### config.mk
export PLATFORM = sky130hd
export DESIGN_NAME = demux_1_4_stream
export DESIGN_NICKNAME = d
export VERILOG_FILES = /design/src/rtl/demux_pkg.sv /design/src/rtl/demux_slot.sv /design/src/rtl/demux_1_4_stream.sv
export SDC_FILE = /design/constraint.sdc
export NUM_CORES = 1
export LEC_CHECK = 0
export CAP_MARGIN = 30
export CELL_PAD_IN_SITES_DETAIL_PLACEMENT = 1
export CELL_PAD_IN_SITES_GLOBAL_PLACEMENT = 2
export CORE_UTILIZATION = 28
export CTS_CLUSTER_SIZE = 24
export DETAILED_ROUTE_END_ITERATION = 12
export PLACE_DENSITY_LB_ADDON = 0.1
export SLEW_MARGIN = 10
export SYNTH_ARGS = -nofsm -noshare
export SYNTH_HDL_FRONTEND = slang
export SYNTH_SLANG_ARGS = --single-unit
### constraint.sdc
create_clock -name clk_in -period 1.8 [get_ports clk_in]
set_input_delay 0.45 -clock clk_in [delete_from_list [all_inputs] [get_ports clk_in]]
set_output_delay 0.45 -clock clk_in [all_outputs]
set_load 0.05 [all_outputs]
### src/rtl/demux_pkg.sv
// ============================================================================
// Module      : demux_pkg
// Description : Shared sizing constants for the 1:4 stream demultiplexer.
// Revision    : 1.0 - initial release
// ============================================================================
`default_nettype none

package demux_pkg;
    localparam int NUM_CH    = 4;
    localparam int SEL_W     = 2;
    localparam int CNT_W     = 8;
    localparam int DEF_WIDTH = 8;
endpackage : demux_pkg

`default_nettype wire

### src/rtl/demux_slot.sv
// ============================================================================
// Module      : demux_slot
// Description : One output slot (valid + data) with optional handshake counter.
//               Counter enabled by macro DEMUX_CNT_EN.
// Revision    : 1.0 - initial release
// ============================================================================
`default_nettype none

module demux_slot
    import demux_pkg::*;
#(
    parameter int WIDTH = DEF_WIDTH
) (
    input  logic             clk,
    input  logic             rst_n,
    input  logic             load,
    input  logic [WIDTH-1:0] d,
    input  logic             ready,
    output logic             valid,
    output logic [WIDTH-1:0] data,
    output logic             can_accept
`ifdef DEMUX_CNT_EN
    ,
    input  logic             cnt_clr,
    output logic [CNT_W-1:0] cnt
`endif
);

    logic             r_valid;
    logic [WIDTH-1:0] r_data;
    logic             w_done;

    assign w_done     = r_valid & ready;
    // A full slot can still take a beat when it drains in the same cycle.
    assign can_accept = ~r_valid | ready;

    always_ff @(posedge clk or negedge rst_n) begin
        if (!rst_n) begin
            r_valid <= 1'b0;
            r_data  <= '0;
        end else if (load) begin
            r_valid <= 1'b1;
            r_data  <= d;
        end else if (w_done) begin
            r_valid <= 1'b0;
        end
    end

    assign valid = r_valid;
    assign data  = r_data;

`ifdef DEMUX_CNT_EN
    logic [CNT_W-1:0] r_cnt;

    always_ff @(posedge clk or negedge rst_n) begin
        if (!rst_n) begin
            r_cnt <= '0;
        end else if (cnt_clr) begin
            r_cnt <= '0;
        end else if (w_done) begin
            r_cnt <= r_cnt + 1'b1;
        end
    end

    assign cnt = r_cnt;
`endif

endmodule : demux_slot

`default_nettype wire

### src/rtl/demux_1_4_stream.sv
// ============================================================================
// Module      : demux_1_4_stream
// Description : 1:4 valid/ready stream demultiplexer, one register slot per
//               channel. Optional per-channel counters via DEMUX_CNT_EN.
// Revision    : 1.0 - initial release
// ============================================================================
`default_nettype none

module demux_1_4_stream
    import demux_pkg::*;
#(
    parameter int WIDTH = DEF_WIDTH
) (
    input  logic                    clk_in,
    input  logic                    rst_n_in,
    input  logic [WIDTH-1:0]        d_in,
    input  logic [SEL_W-1:0]        sel_in,
    input  logic                    valid_in,
    output logic                    ready_out,
    output logic [NUM_CH*WIDTH-1:0] y_out,
    output logic [NUM_CH-1:0]       valid_out,
    input  logic [NUM_CH-1:0]       ready_in
`ifdef DEMUX_CNT_EN
    ,
    input  logic                    cnt_clr_in,
    output logic [NUM_CH*CNT_W-1:0] cnt_out
`endif
);

    logic [NUM_CH-1:0] w_can_accept;
    logic [NUM_CH-1:0] w_load;
    logic              w_accept;

    assign ready_out = w_can_accept[sel_in];
    assign w_accept  = valid_in & ready_out;

    generate
        for (genvar k = 0; k < NUM_CH; k++) begin : g_slot
            assign w_load[k] = w_accept & (sel_in == SEL_W'(k));

            demux_slot #(
                .WIDTH      (WIDTH)
            ) u_slot (
                .clk        (clk_in),
                .rst_n      (rst_n_in),
                .load       (w_load[k]),
                .d          (d_in),
                .ready      (ready_in[k]),
                .valid      (valid_out[k]),
                .data       (y_out[k*WIDTH +: WIDTH]),
                .can_accept (w_can_accept[k])
`ifdef DEMUX_CNT_EN
                ,
                .cnt_clr    (cnt_clr_in),
                .cnt        (cnt_out[k*CNT_W +: CNT_W])
`endif
            );
        end
    endgenerate

endmodule : demux_1_4_stream

`default_nettype wire
==> results.json, run 1 <==
{
  "syn-num-nets": 109,
  "fin_crit_sh_pct": 103.6,
  "synth-edff-count": 0,
  "place_inst": 220,
  "worstSetupPathType": "in2out",
  "drc": 0,
  "cp_max_fo": 3,
  "ir_drop_mv": 0.5331,
  "final_cells": 232,
  "final_max_slew_viol_count": 0,
  "outcome": "finished with violations",
  "pin_count": 54,
  "fmax_ghz": 0.5360,
  "grt_util_all_layers_pct": 13.90,
  "path_clk_slew_ps": 80,
  "worstHoldPathType": "in2async",
  "cp_data_required_time_ps": 1350,
  "synth.cell_area_um2": 1431,
  "yosysUniqueCellTypes": 13,
  "cp.arrival_ps": 1420,
  "insertion_delay_ps": 280,
  "layout-drive-gt1-share_pct": 63.03,
  "die_h_um": 73.50,
  "ys_seq_elements": 36,
  "die_area_um2": 5402,
  "power_density_nw_per_um2": 1311,
  "hold_viol": 0,
  "seqCellArea_um2": 900.9,
  "yosysSeqAreaShare_pct": 62.94,
  "yosysWarnings": 0,
  "synth_async_sr_flop_share_pct": 100.0,
  "crit_chain": "clkdlybuf4s15_1 > nand2b_4 > mux4_2 > buf_8",
  "fill_cells": 528,
  "cts_hold_buf": 0,
  "grt_overflow": 0,
  "crit_family": "multiplexers",
  "initial_core_util_pct": 29.71,
  "antenna_found_initial": 0,
  "cpPeakStageDelay_ps": 490,
  "cp_num_buf_inv": 2,
  "synth_top_area_cell": "dfrtp_1",
  "slew_headroom_pct": 69.30,
  "initialDrtViolationCount": 27,
  "synth.area.top_cells": "dfrtp_1 63%, mux2_2 25%, buf_4 2.1%",
  "crit_slowest_cell": "mux4_2",
  "synth_most_common_cell": "dfrtp_1",
  "crit_path_end_kind": "output pin",
  "ys.flop_type": "dfrtp_1",
  "final_nets": 181,
  "grt_pass1_vias": 1108,
  "fp.coreArea_um2": 4817,
  "tightest_slew_ps": 460.5,
  "fp-row-count": 25,
  "synthCells": 92,
  "finalClockSkew_ps": 7.672,
  "leakage_nw": 1.034,
  "syn_to_final_growth_pct": 54.02,
  "failed_checks": "negative setup slack",
  "chipWidth_um": 73.50,
  "vias": 1010,
  "ant_nets": 0,
  "worst_hold_slack_ps": 197.5,
  "via_per_inst": 4.353,
  "clock_tree.buffer_depth": 2,
  "n_antenna_cell": 0,
  "synth_top_area_share_pct": 62.94,
  "cts_num_sinks": 36,
  "portBuffers": 53,
  "start_kind": "input pin",
  "finalWorstSetupSlack_ps": -65.63,
  "dp_hpwl_um": 2498,
  "grt_pass1_wl_um": 5375,
  "cts_made_buffers": 5,
  "rsz0062_at_grt": "true",
  "ctsHtreeMaxLevel": 2,
  "setup_violations": 1,
  "multi_input_area_um2": 515.5,
  "wl_um": 3370,
  "gp_congestion": 0.7066,
  "finalCriticalPeriod_ps": 1866,
  "cap_viol_max_count": 0,
  "cts_tree": "yes",
  "wl_per_cell_um": 14.53,
  "syn_avg_cell_area_um2": 15.56,
  "yosys-top-cells-count": "36 x dfrtp_1, 32 x mux2_2, 5 x nand2_1, 4 x buf_4, 4 x nand2b_1",
  "grt_max_degree": 37,
  "drtPass1Iterations": 4,
  "cts_root_buf": "clkbuf_8"
}
[registers in the layout, summed over array words and instances, names as in the netlist]
name                 flops
g_slot.u_slot.valid      4
g_slot.u_slot.data      32
[through the flow]
step           utilization (%)  TNS, ps  area [um2]  setup WS [ps]  power (W)
2_1_floorplan                -        0        1431          74.99   0.001812
3_3_place_gp             42.10    -5964        2028         -349.1   0.002181
3_5_place_dp             42.10    -5629        2028         -347.2   0.002202
4_1_cts                  45.61   -73.91        2197         -73.91   0.002934
5_1_grt                  45.77   -95.05        2205         -95.05   0.003026
6_report                 45.77   -65.63        2205         -65.63   0.002891
[final cells by class]
class	count	share of cell area (%)
Clock buffer	5	3.121
Clock inverter	3	1.930
Multi-Input combinational cell	49	23.38
Sequential cell	36	40.86
Tap cell	67	3.803
Timing Repair Buffer	72	26.90
[worst paths after layout]
check,start,to,slack (ps),cells past startpoint
max,ready_in[3],ready_out,-70,4
min,rst_n_in,g_slot[0].u_slot.data[7],200,2
max reg2reg,g_slot[1].u_slot.valid,g_slot[1].u_slot.data[3],300,6
min reg2reg,g_slot[2].u_slot.data[3],g_slot[2].u_slot.data[3],510,1
max in group asynchronous,rst_n_in,g_slot[0].u_slot.data[5],1270,2
min in group clk_in,g_slot[2].u_slot.data[3],g_slot[2].u_slot.data[3],510,1
[what timing repair did]
item,CTS,global route
gates cloned,0,0
endpoints found under the hold margin,0,0
buffers inserted,3,1
resized for setup,16,0
setup endpoints to repair,1,1
[worst register-to-register path: cells and delay by family, from the launching register on]
kind,cells,cell delay (ps)
buffers and inverters,3,370
DFF,1,420
muxes,1,330
and+or+nand+nor,2,260
[kinds of logic after synthesis]
| group | Yosys count | synth area share, % |
|---|---|---|
| flip-flops | 36 | 62.94 |
| multiplexers | 33 | 26.75 |
| AND/OR/NAND/NOR | 15 | 6.818 |
| buffers and inverters | 7 | 3.147 |
| AO/OA/AOI/OAI | 1 | 0.3493 |
[per-layer routing]
metal	GRT usage (%)	vias to the layer above	wire length, um	share of wire (%)
li1	-	459	-	-
met2	23.65	33	1739	52
met3	3.978	4	177	5.3
met5	0	-	0	0
met4	5.769	0	25	0.74
met1	16.40	514	1426	42
[cell usage in the layout, fill, tap and decap left out]
master           synthesis  routed
and3_1                   1       1
buf_12                   0       1
buf_2                    3       1
buf_4                    4      54
buf_8                    0       1
bufinv_16                0       1
clkbuf_8                 0       5
clkdlybuf4s15_1          0       4
clkdlybuf4s50_1          0       9
clkinv_2                 0       1
clkinvlp_4               0       1
dfrtp_1                 36      36
dlygate4sd2_1            0       2
mux2_2                  32      32
mux4_2                   1       1
nand2_1                  5       5
nand2b_4                 0       4
nand3_1                  1       1
nand3b_2                 1       1
nor2b_1                  2       2
nor3b_4                  1       1
o21ai_0                  1       1
[report_power, final]
part / total, W / switching, W / internal [W]
clock network: 0.000703 / 0.000294 / 0.000410
registers: 0.00105 / 0.0000864 / 0.000968
logic: 0.00113 / 0.000742 / 0.000392
Note: power is estimated with default switching activity, not from simulation.
==> run 2, diff against run 1 <==
- CORE_UTILIZATION: 28 -> 26
- clock period: 1.8 -> 1.6 ns (I/O delays scaled with it)
==> results.json, run 2 (synthesis gave the netlist of run 1 again) <==
{
  "die_h_um": 76.20,
  "layout_common_cells": "39 x buf_12, 36 x dfrtp_1, 32 x mux2_2",
  "ir_drop_mv": 0.6753,
  "vias": 998,
  "p_int_w": 0.002344,
  "path_clk_slew_ps": 70,
  "grt_max_degree": 22,
  "crit_path_end_kind": "output pin",
  "slew_headroom_pct": 72.09,
  "fin_crit_sh_pct": 112.8,
  "fill_cells": 499,
  "grt_overflow": 0,
  "clock_tree.buffer_depth": 2,
  "grt_pass1_vias": 1150,
  "final_nets": 183,
  "cp_data_required_time_ps": 1200,
  "ctsHtreeMaxLevel": 2,
  "chipWidth_um": 76.20,
  "r2r_end": "g_slot[1].u_slot.data[3]",
  "gp_congestion": 0.6978,
  "seqCellArea_um2": 900.9,
  "fin_area_um2": 2698,
  "portBuffers": 53,
  "via_per_inst": 4.211,
  "cts_tree": "yes",
  "finalWorstSetupSlack_ps": -205.4,
  "syn_to_final_growth_pct": 88.46,
  "leakage_nw": 1.216,
  "place_ws_ps": -444.4,
  "worstHoldPathType": "in2async",
  "wl_um": 3660,
  "start_kind": "input pin",
  "setup_violations": 2,
  "cap_viol_max_count": 0,
  "crit_family": "multiplexers",
  "cp_num_buf_inv": 2,
  "pwr-share-clk_pct": 18.1,
  "cts_root_buf": "clkbuf_8",
  "antenna_found_initial": 0,
  "outcome": "finished with violations",
  "cp_max_fo": 2,
  "wl_per_cell_um": 15.44,
  "finish.utilization_pct": 51.83,
  "failed_checks": "negative setup slack",
  "fp.coreArea_um2": 5205,
  "fmax_ghz": 0.5539,
  "grt_util_all_layers_pct": 13.76,
  "rsz0062_at_grt": "true",
  "switching_power_w": 0.001369,
  "drtPass1Iterations": 3,
  "power_density_nw_per_um2": 1376,
  "worstSetupPathType": "in2out",
  "finalClockSkew_ps": 2.174,
  "ant_nets": 0,
  "tightest_slew_ps": 418.6,
  "cp.arrival_ps": 1410,
  "ff2ff_setup_slack_ps": 170,
  "n_antenna_cell": 0,
  "final_cells": 237,
  "sw_frac_of_total_pct": 36.87,
  "fp-row-count": 26,
  "layout-drive-gt1-share_pct": 64.07,
  "placed_area_um2": 2500,
  "reg2reg_from": "g_slot[1].u_slot.valid",
  "hold_viol": 0,
  "p_seq_share_pct": 34.6,
  "cpPeakStageDelay_ps": 470,
  "cts_hold_buf": 0,
  "final_max_slew_viol_count": 0,
  "initial_core_util_pct": 27.50,
  "power_frac_comb_pct": 47.3,
  "final_common_cell": "buf_12",
  "insertion_delay_ps": 280,
  "cts_num_sinks": 36,
  "largest_reg_flops": 32,
  "die_area_um2": 5806,
  "finalCriticalPeriod_ps": 1805,
  "crit_slowest_cell": "mux4_2",
  "reg2reg_depth": 5,
  "initialDrtViolationCount": 30,
  "tns_ps": -217.6,
  "pin_count": 54,
  "drc": 0,
  "crit_chain": "dlygate4sd2_1 > nand2b_4 > mux4_2 > buf_8",
  "place_inst": 222,
  "multi_input_area_um2": 528.0,
  "dp_hpwl_um": 2803,
  "cts_made_buffers": 5,
  "grt_pass1_wl_um": 6058
}
run 2: cell count changes in the layout (fill, tap and decap cells not counted), sizes merged:
cell,change
buf,+2
bufinv,-1
clkbuf,+2
clkdlybuf4s15,-2
clkdlybuf4s50,-1
clkinv,-1
dlygate4sd2,+2
dlymetal6s2s,+1
run 2: cell type report:
| cell class | instances | area share (%) |
|---|---|---|
| Clock inverter | 1 | 0.2783 |
| Tap cell | 70 | 3.247 |
| Sequential cell | 36 | 33.40 |
| Multi-Input combinational cell | 49 | 19.57 |
| Clock buffer | 7 | 3.200 |
| Timing Repair Buffer | 74 | 40.31 |
run 2: layer usage:
metal / GRT usage, % / share of wire (%)
met1: 15.79 / 39
met2: 24.09 / 54
met3: 4.431 / 5.8
met4: 4.615 / 1.1
met5: 0 / 0
run 2: stage by stage:
stage          total power (W)  hold slack, ps
2_1_floorplan         0.002039           104.4
3_3_place_gp          0.003022           352.0
3_5_place_dp          0.003055           357.3
4_1_cts               0.003765           41.67
5_1_grt               0.003860           56.03
6_report              0.003713           41.48
run 2: worst max-delay path by stage:
stage / start / slack (ps) / endpoint / cells after the start
2_1_floorplan: sel_in[1] / 20 / ready_out / 2
3_3_place_gp: ready_in[0] / -440 / ready_out / 4
3_5_place_dp: ready_in[0] / -440 / ready_out / 4
4_1_cts: g_slot[0].u_slot.valid / -210 / ready_out / 3
5_1_grt: g_slot[0].u_slot.valid / -240 / ready_out / 3
6_report: ready_in[2] / -210 / ready_out / 4
run 2: what timing repair did:
item,CTS,global route
endpoints found under the setup margin,19,31
setup buffers,5,2
gates resized for setup,15,4
gates cloned,0,0
run 2: power groups by stage:
stage | registers (W) | clock network (W) | logic [W]
2_1_floorplan | 0.00180 | 0 | 0.000239
3_3_place_gp | 0.00129 | 0 | 0.00173
3_5_place_dp | 0.00131 | 0 | 0.00175
4_1_cts | 0.00129 | 0.000705 | 0.00177
5_1_grt | 0.00131 | 0.000739 | 0.00181
6_report | 0.00128 | 0.000674 | 0.00175
==> run 3, diff against run 2 <==
- CORE_UTILIZATION: 26 -> 27
- SYNTH_HIERARCHICAL: unset -> 1
==> results.json, run 3 <==
{
  "outcome": "finished with violations",
  "failed_checks": "negative setup slack",
  "slew_headroom_pct": 70.98,
  "fp.coreArea_um2": 5507,
  "clock_tree.buffer_depth": 2,
  "yosys-top-cells-count": "36 x dfrtp_1, 32 x mux2_4, 8 x nand2b_1, 4 x buf_6, 2 x and4b_2",
  "finalWorstSetupSlack_ps": -239.1,
  "finish.utilization_pct": 50.94,
  "die_area_um2": 6025,
  "dp_hpwl_um": 2795,
  "syn_to_final_growth_pct": 81.69,
  "layout-drive-gt1-share_pct": 67.92,
  "yosysUniqueCellTypes": 8,
  "antenna_found_initial": 0,
  "start_kind": "input pin",
  "syn_avg_cell_area_um2": 18.16,
  "initialDrtViolationCount": 38,
  "synth.cell_area_um2": 1544,
  "layout_common_cells": "42 x buf_12, 32 x mux2_4, 32 x dfrtp_1",
  "crit_slowest_cell": "mux4_2",
  "crit_path_end_kind": "output pin",
  "ys_seq_elements": 36,
  "finalClockSkew_ps": 6.188,
  "finalPower_w": 0.003789,
  "placed_area_um2": 2635,
  "die_h_um": 77.62,
  "path_clk_slew_ps": 80,
  "crit_chain": "dlygate4sd2_1 > nand2b_4 > mux4_2 > buf_8",
  "final_common_cell": "buf_12",
  "cts_root_buf": "clkbuf_8",
  "cap_viol_max_count": 0,
  "synth_async_sr_flop_share_pct": 100.0,
  "cp_max_fo": 2,
  "wl_per_cell_um": 16.65,
  "ant_nets": 0,
  "tightest_slew_ps": 435.2,
  "cp_data_required_time_ps": 1200,
  "synth_most_common_cell": "dfrtp_1",
  "ctsHtreeMaxLevel": 2,
  "grt_overflow": 0,
  "via_per_inst": 4.290,
  "cts_hold_buf": 0,
  "cpPeakStageDelay_ps": 490,
  "grt_pass1_vias": 1147,
  "worstHoldPathType": "in2async",
  "fmax_ghz": 0.5437,
  "grt_max_degree": 21,
  "initial_core_util_pct": 28.04,
  "pin_count": 54,
  "final_max_slew_viol_count": 0,
  "cp.arrival_ps": 1440,
  "cts_num_sinks": 36,
  "drtPass1Iterations": 4,
  "synthCells": 85,
  "portBuffers": 53,
  "drc": 0,
  "worstSetupPathType": "in2out",
  "largest_reg_flops": 32,
  "finalCriticalPeriod_ps": 1839,
  "power_density_nw_per_um2": 1351,
  "fp-row-count": 27,
  "fill_cells": 526,
  "fin_area_um2": 2805,
  "wl_um": 3845,
  "grt_util_all_layers_pct": 14.44,
  "setup_violations": 9,
  "yosysSeqAreaShare_pct": 58.35,
  "fin_crit_sh_pct": 114.9,
  "gp_congestion": 0.6975,
  "vias": 991,
  "cts_made_buffers": 5,
  "chipWidth_um": 77.62,
  "n_antenna_cell": 0,
  "synth.area.top_cells": "dfrtp_1 58%, mux2_4 31%, nand2b_1 3.2%",
  "rsz0062_at_grt": "true",
  "synth_top_area_share_pct": 58.35,
  "final_nets": 175,
  "ir_drop_mv": 0.4829,
  "insertion_delay_ps": 290,
  "cts_tree": "yes",
  "synth-edff-count": 0,
  "synth_top_area_cell": "dfrtp_1",
  "cp_num_buf_inv": 2,
  "grt_pass1_wl_um": 6465,
  "crit_family": "multiplexers",
  "hold_viol": 0,
  "ys.flop_type": "dfrtp_1",
  "syn-num-nets": 102,
  "leakage_nw": 1.285,
  "yosysWarnings": 6
}
run 3: changes by cell type after synthesis, moves of 3 or more:
cell,previous run,this run
mux2_2,32,0
mux2_4,0,32
nand2_1,5,0
buf_4,4,0
buf_6,0,4
nand2b_1,4,8
buf_2,3,0
run 3: cells by family (layout without fill, tap and decap cells):
kind of cell,after synthesis,after routing,synth area share (%)
muxes,33,33,32.58
buffers and inverters,4,78,2.917
DFF,36,36,58.35
and+or+nand+nor,12,12,6.159
run 3: worst reg2reg max path, stage by stage, from the launching register on:
cell and delay, ps:
dfrtp_2 400, nand2b_4 60, buf_4 120, buf_4 120
buf_6 100, and4b_2 270, buf_12 140, mux2_4 290
run 3: final timing paths:
check                                  startpoint                        to  slack (ps)  cells after the start
min in group clk_in                   ready_in[1]    g_slot[1].u_slot/valid         490                      3
hold reg to reg            g_slot[1].u_slot/valid    g_slot[1].u_slot/valid         550                      2
setup / recovery                      ready_in[2]                 ready_out        -240                      4
hold / removal                           rst_n_in  g_slot[1].u_slot/data[6]          40                      1
max in group asynchronous                rst_n_in  g_slot[2].u_slot/data[2]        1100                      2
setup reg to reg           g_slot[2].u_slot/valid  g_slot[2].u_slot/data[3]         -30                      7
run 3: layout make-up:
type / count / area (um2) / area share [%]
Sequential cell: 36 / 905.9 / 32.29
Timing Repair Buffer: 70 / 1094 / 38.98
Clock buffer: 5 / 68.82 / 2.453
Tap cell: 72 / 90.09 / 3.211
Clock inverter: 3 / 18.77 / 0.6690
Multi-Input combinational cell: 45 / 628.1 / 22.39
run 3: where the power goes:
group | leakage [nW] | internal [W] | switching (W)
logic | 0.811 | 0.000992 | 0.000853
clock network | 0.0479 | 0.000303 | 0.000338
registers | 0.426 | 0.00109 | 0.000212
run 3: repair_timing:
item / in CTS / in global routing
setup endpoints to repair: 17 / 1
buffers inserted: 4 / 2
resized for setup: 15 / 1
run 3: through the flow:
stage	setup TNS, ps	hold WS [ps]	cells	setup slack [ps]
floorplan	-45.38	104.4	85	-45.38
global placement	-10170	358.3	217	-459.5
detailed placement	-10590	367.1	217	-468.2
CTS	-232.8	50.69	229	-232.8
global route	-777.1	58.83	231	-262.1
finish	-613.3	43.82	231	-239.1
run 3: routing by layer:
metal / wire length (um) / vias to the layer above / track usage, %
li1: - / 452 / -
met1: 1616 / 494 / 17.74
met2: 1956 / 38 / 23.81
met3: 216 / 7 / 4.118
met4: 55 / 0 / 5.660
met5: 0 / - / 0
